### config.mk
export PLATFORM = sky130hd
export DESIGN_NAME = osc_mon_scan
export DESIGN_NICKNAME = d
export VERILOG_FILES = /design/src/rtl/osc_mon_scan.sv
export SDC_FILE = /design/constraint.sdc
export NUM_CORES = 1
export LEC_CHECK = 0
export ABC_AREA = 0
export CAP_MARGIN = 40
export CORE_UTILIZATION = 45
export DETAILED_ROUTE_END_ITERATION = 7
export GPL_ROUTABILITY_DRIVEN = 1
export PLACE_DENSITY_LB_ADDON = 0.2
export SLEW_MARGIN = 40
export SYNTH_ARGS = -nofsm -noshare
export SYNTH_HDL_FRONTEND = slang
export SYNTH_SLANG_ARGS = --single-unit
### constraint.sdc
create_clock -name clk -period 3.2 [get_ports clk]
set_input_delay 0.64 -clock clk [delete_from_list [all_inputs] [get_ports clk]]
set_output_delay 0.64 -clock clk [all_outputs]
set_load 0.02 [all_outputs]
### src/rtl/osc_mon_scan.sv
// osc_mon_scan -- multi-channel ring-oscillator frequency monitor.
//
// Scans N_CH asynchronous oscillator inputs one at a time. For each channel
// it waits 4 settle cycles, then counts rising edges for 2^GATE_W clk cycles.
// It publishes the count with its channel index and updates that channel's
// over-temperature warning flag.
//
// Optional feature (compile-time macro):
//   OSC_MON_HYST_EN  defined   : warn set below thr_lo, cleared above thr_hi,
//                                held in between (set wins).
//                    undefined : warn = (count < thr_lo), thr_hi ignored.
//
// Parameters:
//   N_CH    number of oscillator channels (>= 1)
//   CNT_W   edge counter / threshold width
//   GATE_W  gate window is 2^GATE_W clk cycles (GATE_W >= 2, the
//           settle phase reuses the gate counter)
//
// Ports:
//   clk, rst_n   system clock, async active-low reset
//   en           scan enable
//   osc_in       oscillator inputs, asynchronous to clk
//   thr_lo       warn-set threshold
//   thr_hi       warn-clear threshold (hysteresis build only)
//   count_out    last published edge count
//   count_ch     channel index of count_out
//   count_valid  one-cycle pulse marking a new count_out/count_ch
//   warn         per-channel warning flags
//   busy         high whenever the scanner is not idle
module osc_mon_scan #(
   parameter int N_CH   = 2,
   parameter int CNT_W  = 16,
   parameter int GATE_W = 12,
   localparam int CH_W  = (N_CH > 1) ? $clog2(N_CH) : 1
) (
   input  logic              clk,
   input  logic              rst_n,
   input  logic              en,
   input  logic [N_CH-1:0]   osc_in,
   input  logic [CNT_W-1:0]  thr_lo,
   input  logic [CNT_W-1:0]  thr_hi,
   output logic [CNT_W-1:0]  count_out,
   output logic [CH_W-1:0]   count_ch,
   output logic              count_valid,
   output logic [N_CH-1:0]   warn,
   output logic              busy
);

   typedef enum logic [1:0] {S_IDLE, S_SETTLE, S_COUNT, S_LATCH} state_t;

   localparam int SETTLE_CYC = 4;

   state_t             state_q, state_d;
   logic [N_CH-1:0]    sync1_q, sync1_d;
   logic [N_CH-1:0]    sync2_q, sync2_d;
   logic [N_CH-1:0]    hist_q, hist_d;
   logic [CH_W-1:0]    idx_q, idx_d;
   logic [GATE_W-1:0]  gate_q, gate_d;
   logic [CNT_W-1:0]   cnt_q, cnt_d;
   logic [CNT_W-1:0]   count_out_q, count_out_d;
   logic [CH_W-1:0]    count_ch_q, count_ch_d;
   logic               valid_q, valid_d;
   logic [N_CH-1:0]    warn_q, warn_d;
   logic               busy_q, busy_d;

   logic [N_CH-1:0]    edge_vec;
   logic               sel_edge;
   logic [CNT_W-1:0]   cnt_inc;
   logic               warn_new;

`ifndef OSC_MON_HYST_EN
   // Clear threshold has no function without hysteresis.
   logic unused_thr_hi;
   assign unused_thr_hi = ^thr_hi;
`endif

   // All channels are synchronised continuously so a freshly selected
   // channel already has valid history; SETTLE only has to flush the mux.
   assign edge_vec = sync2_q & ~hist_q;
   assign sel_edge = edge_vec[idx_q];

   always_comb begin
      sync1_d     = osc_in;
      sync2_d     = sync1_q;
      hist_d      = sync2_q;
      state_d     = state_q;
      idx_d       = idx_q;
      gate_d      = gate_q;
      cnt_d       = cnt_q;
      count_out_d = count_out_q;
      count_ch_d  = count_ch_q;
      valid_d     = 1'b0;
      warn_d      = warn_q;

      // Saturating increment; the counter never wraps.
      cnt_inc = (sel_edge && (cnt_q != '1)) ? cnt_q + CNT_W'(1) : cnt_q;

`ifdef OSC_MON_HYST_EN
      if (cnt_inc < thr_lo)      warn_new = 1'b1;
      else if (cnt_inc > thr_hi) warn_new = 1'b0;
      else                       warn_new = warn_q[idx_q];
`else
      warn_new = (cnt_inc < thr_lo);
`endif

      unique case (state_q)
         S_IDLE: begin
            idx_d  = '0;
            gate_d = '0;
            cnt_d  = '0;
            if (en) state_d = S_SETTLE;
         end
         S_SETTLE: begin
            cnt_d = '0;
            if (!en) begin
               state_d = S_IDLE;
            end else if (gate_q == GATE_W'(SETTLE_CYC - 1)) begin
               gate_d  = '0;
               state_d = S_COUNT;
            end else begin
               gate_d = gate_q + GATE_W'(1);
            end
         end
         S_COUNT: begin
            if (!en) begin
               state_d = S_IDLE;
            end else begin
               cnt_d  = cnt_inc;
               gate_d = gate_q + GATE_W'(1);
               // Results are registered on entry to LATCH so that
               // count_out, count_ch and warn change with the pulse.
               if (gate_q == '1) begin
                  state_d        = S_LATCH;
                  valid_d        = 1'b1;
                  count_out_d    = cnt_inc;
                  count_ch_d     = idx_q;
                  warn_d[idx_q]  = warn_new;
               end
            end
         end
         S_LATCH: begin
            idx_d   = (idx_q == CH_W'(N_CH - 1)) ? '0 : idx_q + CH_W'(1);
            gate_d  = '0;
            cnt_d   = '0;
            state_d = en ? S_SETTLE : S_IDLE;
         end
      endcase

      busy_d = (state_d != S_IDLE);
   end

   always_ff @(posedge clk or negedge rst_n) begin
      if (!rst_n) begin
         state_q     <= S_IDLE;
         sync1_q     <= '0;
         sync2_q     <= '0;
         hist_q      <= '0;
         idx_q       <= '0;
         gate_q      <= '0;
         cnt_q       <= '0;
         count_out_q <= '0;
         count_ch_q  <= '0;
         valid_q     <= 1'b0;
         warn_q      <= '0;
         busy_q      <= 1'b0;
      end else begin
         state_q     <= state_d;
         sync1_q     <= sync1_d;
         sync2_q     <= sync2_d;
         hist_q      <= hist_d;
         idx_q       <= idx_d;
         gate_q      <= gate_d;
         cnt_q       <= cnt_d;
         count_out_q <= count_out_d;
         count_ch_q  <= count_ch_d;
         valid_q     <= valid_d;
         warn_q      <= warn_d;
         busy_q      <= busy_d;
      end
   end

   assign count_out   = count_out_q;
   assign count_ch    = count_ch_q;
   assign count_valid = valid_q;
   assign warn        = warn_q;
   assign busy        = busy_q;

endmodule

==> results of run 1 <==
[registers in the layout, summed over array words and instances, names as in the netlist]
name / flops
warn: 2
count_valid: 1
state_q: 2
idx_q: 1
hist_d: 2
hist_q: 2
count_ch: 1
gate_q: 12
sync1_q: 2
cnt_q: 16
busy: 1
count_out: 16
[final cells by class]
cell class                 instances  area share, %
multi-input combinational        253           41.1
sequential                        58           32.3
timing repair buffer              88           17.0
clock buffer                      11           3.14
tap                               96           2.67
inverter                          25           2.09
clock inverter                     5           1.72
[placed cells by master (no fill, tap or decap), types with 10 or more instances in the layout]
cell / n
dfrtp_1: 58
buf_4: 46
clkdlybuf4s50_1: 40
nor2_1: 33
inv_1: 24
nand2_1: 24
ha_1: 19
nand3_1: 18
nand4_1: 16
xor2_1: 14
o21ai_0: 14
xnor2_1: 13
mux2_2: 13
a21oi_1: 11
clkbuf_8: 10
[metal layers]
layer  GRT usage (%)  vias up  wire, um
li1                -     1414         -
met2            37.3       94      3670
met5               0        -         0
met1            28.3     1370      3490
met3            4.43       12       410
met4            8.05        0       144
[synthesized netlist by cell type, types with 2 or more instances]
cell / count
a31oi_1: 3
nor4_1: 5
nand3_1: 18
nor3_1: 4
nor3b_1: 2
xor2_1: 14
o211ai_1: 3
o22ai_1: 4
nand4_1: 16
ha_1: 21
clkbuf_1: 8
mux2_2: 13
a211oi_1: 4
o41ai_1: 2
inv_1: 24
or4_1: 6
nand2_1: 26
o21ai_0: 15
nor4b_1: 2
dfrtp_1: 58
o31ai_1: 5
xnor2_1: 14
nand3b_1: 2
nor2_1: 34
a21oi_1: 13
buf_6: 2
and3_1: 3
or3_1: 8
buf_1: 2
[critical path: stages, from the launching register on]
cell,delay (ns)
dfrtp_1,0.38
or3b_4,0.40
and2_4,0.16
or4_4,0.45
buf_8,0.15
or4_4,0.43
nand2_4,0.09
ha_4,0.19
nand4_1,0.09
nor2_2,0.05
nor2_1,0.08
o22ai_1,0.07
buf_4,0.17
o41ai_2,0.33
[logic make-up (layout without fill, tap and decap cells)]
family | after synthesis | count (layout) | share of synthesized area (%)
simple gates | 137 | 137 | 21.9
flops | 58 | 58 | 43.6
compound gates | 53 | 53 | 9.74
buf+inv | 38 | 129 | 4.77
xor+xnor | 28 | 28 | 7.37
fa+ha+maj | 21 | 21 | 7.89
mux | 14 | 14 | 4.70
[final timing paths]
path	from	endpoint	slack, ns
setup / recovery	idx_q	warn[1]	0.03
hold / removal	rst_n	count_out[5]	0.24
setup reg to reg	idx_q	warn[1]	0.03
hold reg to reg	sync1_q[0]	hist_d[0]	0.35
max in group asynchronous	rst_n	sync1_q[1]	2.08
min in group clk	sync1_q[0]	hist_d[0]	0.35
[power by group through the flow]
| stage | clock network, uW | registers (uW) | logic [uW] |
|---|---|---|---|
| 6_report | 759 | 794 | 284 |
| 5_1_grt | 806 | 798 | 322 |
| 4_1_cts | 774 | 794 | 283 |
| 3_5_place_dp | 0 | 808 | 280 |
| 3_3_place_gp | 0 | 806 | 269 |
| 2_1_floorplan | 0 | 818 | 155 |
[what timing repair did]
item | CTS | global route
setup endpoints to repair | 2 | 2
buffers inserted | 0 | 3
pin swaps | 2 | 2
resized for setup | 7 | 15
[per-stage QoR]
stage / setup slack (ns) / setup TNS (ns) / util, % / cells
floorplan: -0.0229 / -0.0229 / - / 349
global placement: -0.0269 / -0.0269 / 59.4 / 517
detailed placement: -0.0978 / -0.195 / 59.4 / 517
CTS: 0.0144 / 0 / 62.9 / 533
global route: -0.135 / -0.244 / 64.4 / 536
finish: 0.0323 / 0 / 64.4 / 536
==> flow_metrics.tcl, run 1 <==
set metrics [dict create \
    status "finished, final reports clean" \
    first_pass_iters 4 \
    cp-start-kind "flip-flop" \
    synth_seq_cells 58 \
    cts_sinks 58 \
    routed_wl_um 7720 \
    drc 0 \
    ctsHoldBuffers 0 \
    cts_max_path_buffers 2 \
    clkTransAtPathRegs_ns 0.07 \
    ant_nets 0 \
    power_uw 1840 \
    pwr-share-comb_pct 15.5 \
    die_w_um 88 \
    wl_per_cell_um 14.4 \
    gp_congestion 0.841 \
    synth_top_flop_cell "dfrtp_1" \
    slew_viol_final 0 \
    timing.max_cap.violations 0 \
    regArea_sq_um 1450 \
    power_leakage_uw 0.00199 \
    max_freq_ghz 0.316 \
    powerDensity_nw_per_um2 408 \
    fin_crit_sh_pct 99.0 \
    globalRouteOverflowTotal 0 \
    worst_clock_skew_ns 0.00797 \
    die_h_um 88 \
    whs_ns 0.237 \
    hpwl_um 5610 \
    p_seq_share_pct 43.2 \
    syn_avg_cell_area_sq_um 9.54 \
    drtIter0Drc 221 \
    core_area_sq_um 6980 \
    finish.instance_area_sq_um 4500 \
    fillers 591 \
    antenna_found_initial 0 \
    final_nets 493 \
    crit_arrival_ns 3.40 \
    synth_area_leaders "dfrtp_1, ha_1, mux2_2" \
    clkPwrFrac_pct 41.3 \
    grt_max_degree 41 \
    cts-root-buf "clkbuf_8" \
    synthCells 349 \
    cts_buffers 9 \
    relSlewSlack_pct 46.4 \
    hold_path.class "in -> async" \
    dr_total_vias 2890 \
    swShare_pct 26.6 \
    period_needed_ns 3.17 \
    die_area_sq_um 7740 \
    drive_gt1_share_pct 23.6 \
    p_switching_uw 488 \
    yosysWarnings 0 \
    synth_top_area_share_pct 43.6 \
    n_antenna_cell 0 \
    vias_per_cell 5.39 \
    worstMarginPinSlew_ns 0.803 \
    synth_cell_types 47 \
    crit_path_end_kind "flip-flop" \
    finalSetupViolations 0 \
    portBuffers 41 \
    area_delta_synth_final_pct 35.2 \
    cts_tree "done" \
    clk_latency_ns 0.34 \
    multi_input_area_sq_um 1850 \
    ios 58 \
    crit_type "reg -> reg" \
    first_global_vias 2853 \
    std_cell_rows 30 \
    grt_pass1_wl_um 13000 \
    cp_max_fo 4 \
    grt_use_total_pct 22.2 \
    placed_cell_area_sq_um 4140 \
    start_util_pct 47.7 \
    ir_worst_vdd_mv 0.313 \
    internal_power_uw 1350 \
    seq_area_frac_synth_pct 43.6 \
    rsz0062_at_grt "true" \
    critical_path_required_ns 3.44 \
    final_hold_viol_count 0 \
    async_reset_ff_share_pct 100 \
    yosysTopAreaCell "dfrtp_1" \
    synth.cell_area_sq_um 3330 \
    reg2regPathDepth 13 \
    htreeDepth 3 \
    syn_nets 407 \
    synth_enable_flop_cells 0 \
]
No activity file was read; power rests on OpenSTA's default activity.
==> run 2, diff against run 1 <==
--- a/config.mk
+++ b/config.mk
@@ -7,7 +7,7 @@
 export LEC_CHECK = 0
 export ABC_AREA = 0
 export CAP_MARGIN = 40
-export CORE_UTILIZATION = 45
+export CORE_UTILIZATION = 40
 export DETAILED_ROUTE_END_ITERATION = 7
 export GPL_ROUTABILITY_DRIVEN = 1
 export PLACE_DENSITY_LB_ADDON = 0.2
==> constraint.sdc (replaced) <==
create_clock -name clk -period 3.83 [get_ports clk]
set_input_delay 0.766 -clock clk [delete_from_list [all_inputs] [get_ports clk]]
set_output_delay 0.766 -clock clk [all_outputs]
set_load 0.02 [all_outputs]
==> flow_metrics.tcl, run 2 (same netlist as run 1, synthesis figures left out) <==
set metrics [dict create \
    hold_path.class "reg -> reg" \
    fin_tns_setup_ns 0 \
    grt_pass1_wl_um 12100 \
    die_area_sq_um 8690 \
    crit_arrival_ns 3.75 \
    htreeDepth 3 \
    fillers 748 \
    layout_commonest_cell "dfrtp_1" \
    critical_path_required_ns 4.05 \
    globalRouteOverflowTotal 0 \
    clk_latency_ns 0.34 \
    crit_path_end_kind "flip-flop" \
    multi_input_area_sq_um 1730 \
    worst_slack_ns 0.302 \
    period_needed_ns 3.53 \
    std_cell_rows 32 \
    worst_clock_skew_ns 0.00362 \
    ant_nets 0 \
    drtIter0Drc 126 \
    drive_gt1_share_pct 10.8 \
    cp-start-kind "flip-flop" \
    area_delta_synth_final_pct 21.7 \
    final_hold_viol_count 0 \
    slew_viol_final 0 \
    die_w_um 93.2 \
    clkTransAtPathRegs_ns 0.06 \
    portBuffers 41 \
    grt_use_total_pct 18.0 \
    max_freq_ghz 0.283 \
    hpwl_um 5130 \
    mostFrequentLayoutCells "dfrtp_1, clkdlybuf4s50_1, nor2_1" \
    gp_congestion 0.774 \
    final_nets 452 \
    power_leakage_uw 0.00177 \
    crit_type "reg -> reg" \
    antenna_found_initial 0 \
    finalSetupViolations 0 \
    ir_worst_vdd_mv 0.334 \
    status "finished, final reports clean" \
    dr_total_vias 2696 \
    cts_tree "done" \
    die_h_um 93.2 \
    rsz0062_at_grt "false" \
    whs_ns 0.349 \
    cts_max_path_buffers 2 \
    cts-root-buf "clkbuf_8" \
    cp_max_fo 9 \
    routed_wl_um 7040 \
    worstMarginPinSlew_ns 0.805 \
    cts_sinks 58 \
    first_pass_iters 4 \
    timing.max_cap.violations 0 \
    core_area_sq_um 7890 \
    ios 58 \
    grt_max_degree 32 \
    ctsHoldBuffers 0 \
    vias_per_cell 5.38 \
    power_uw 1440 \
    cts_buffers 9 \
    relSlewSlack_pct 46.3 \
    n_antenna_cell 0 \
    powerDensity_nw_per_um2 356 \
    regArea_sq_um 1450 \
    wl_per_cell_um 14.0 \
    start_util_pct 42.2 \
    dp_worst_setup_slack_ns 0.280 \
    first_global_vias 2554 \
    fin_crit_sh_pct 92.1 \
    drc 0 \
]
-- run 2: cell type report --
type | count | share of cell area (%)
tap | 102 | 3.15
timing repair buffer | 47 | 11.1
clock inverter | 1 | 0.124
inverter | 25 | 2.32
multi-input combinational | 253 | 42.6
sequential | 58 | 35.8
clock buffer | 15 | 4.85
-- run 2: report_power, final --
group	switching (uW)	internal (uW)
sequential	21.8	642
combinational	127	95.1
clock	235	323
total	384	1060
-- run 2: metrics by stage --
step | instance area [sq um] | utilization, % | instances
3_5_place_dp | 3840 | 48.7 | 485
4_1_cts | 4040 | 51.3 | 501
3_3_place_gp | 3840 | 48.7 | 485
5_1_grt | 4050 | 51.4 | 501
2_1_floorplan | 3330 | - | 349
6_report | 4050 | 51.4 | 501
-- run 2: metal layers --
metal	up-vias	wire (um)	global-route usage, %
met1	1289	3370	24.3
met5	-	0	0
li1	1336	-	-
met3	7	393	5.77
met4	0	75	5.13
met2	64	3200	27.6
-- run 2: worst paths after layout --
path / start / to / slack (ns) / depth (start not counted)
max: cnt_q[0] / warn[1] / 0.30 / 12
max reg2reg: cnt_q[0] / warn[1] / 0.30 / 12
min: sync1_q[0] / hist_d[0] / 0.35 / 0
min in group asynchronous: rst_n / count_out[6] / 0.47 / 1
min reg2reg: sync1_q[0] / hist_d[0] / 0.35 / 0
max in group asynchronous: rst_n / gate_q[0] / 2.52 / 2
-- run 2: worst max-delay path, stage by stage, from the launching register on --
cell      delay [ns]
dfrtp_1         0.46
ha_1            0.30
nand4_1         0.21
nor4_4          0.10
or4_4           0.54
or3_1           0.37
nand2_1         0.09
ha_1            0.23
a211oi_1        0.23
o22ai_1         0.12
nor3_1          0.18
o22ai_1         0.20
o41ai_1         0.37
-- run 2: timing repair --
item | in CTS | in global routing
resized for setup | 0 | 1
buffers inserted | 0 | 0
setup endpoints to repair | 0 | 2
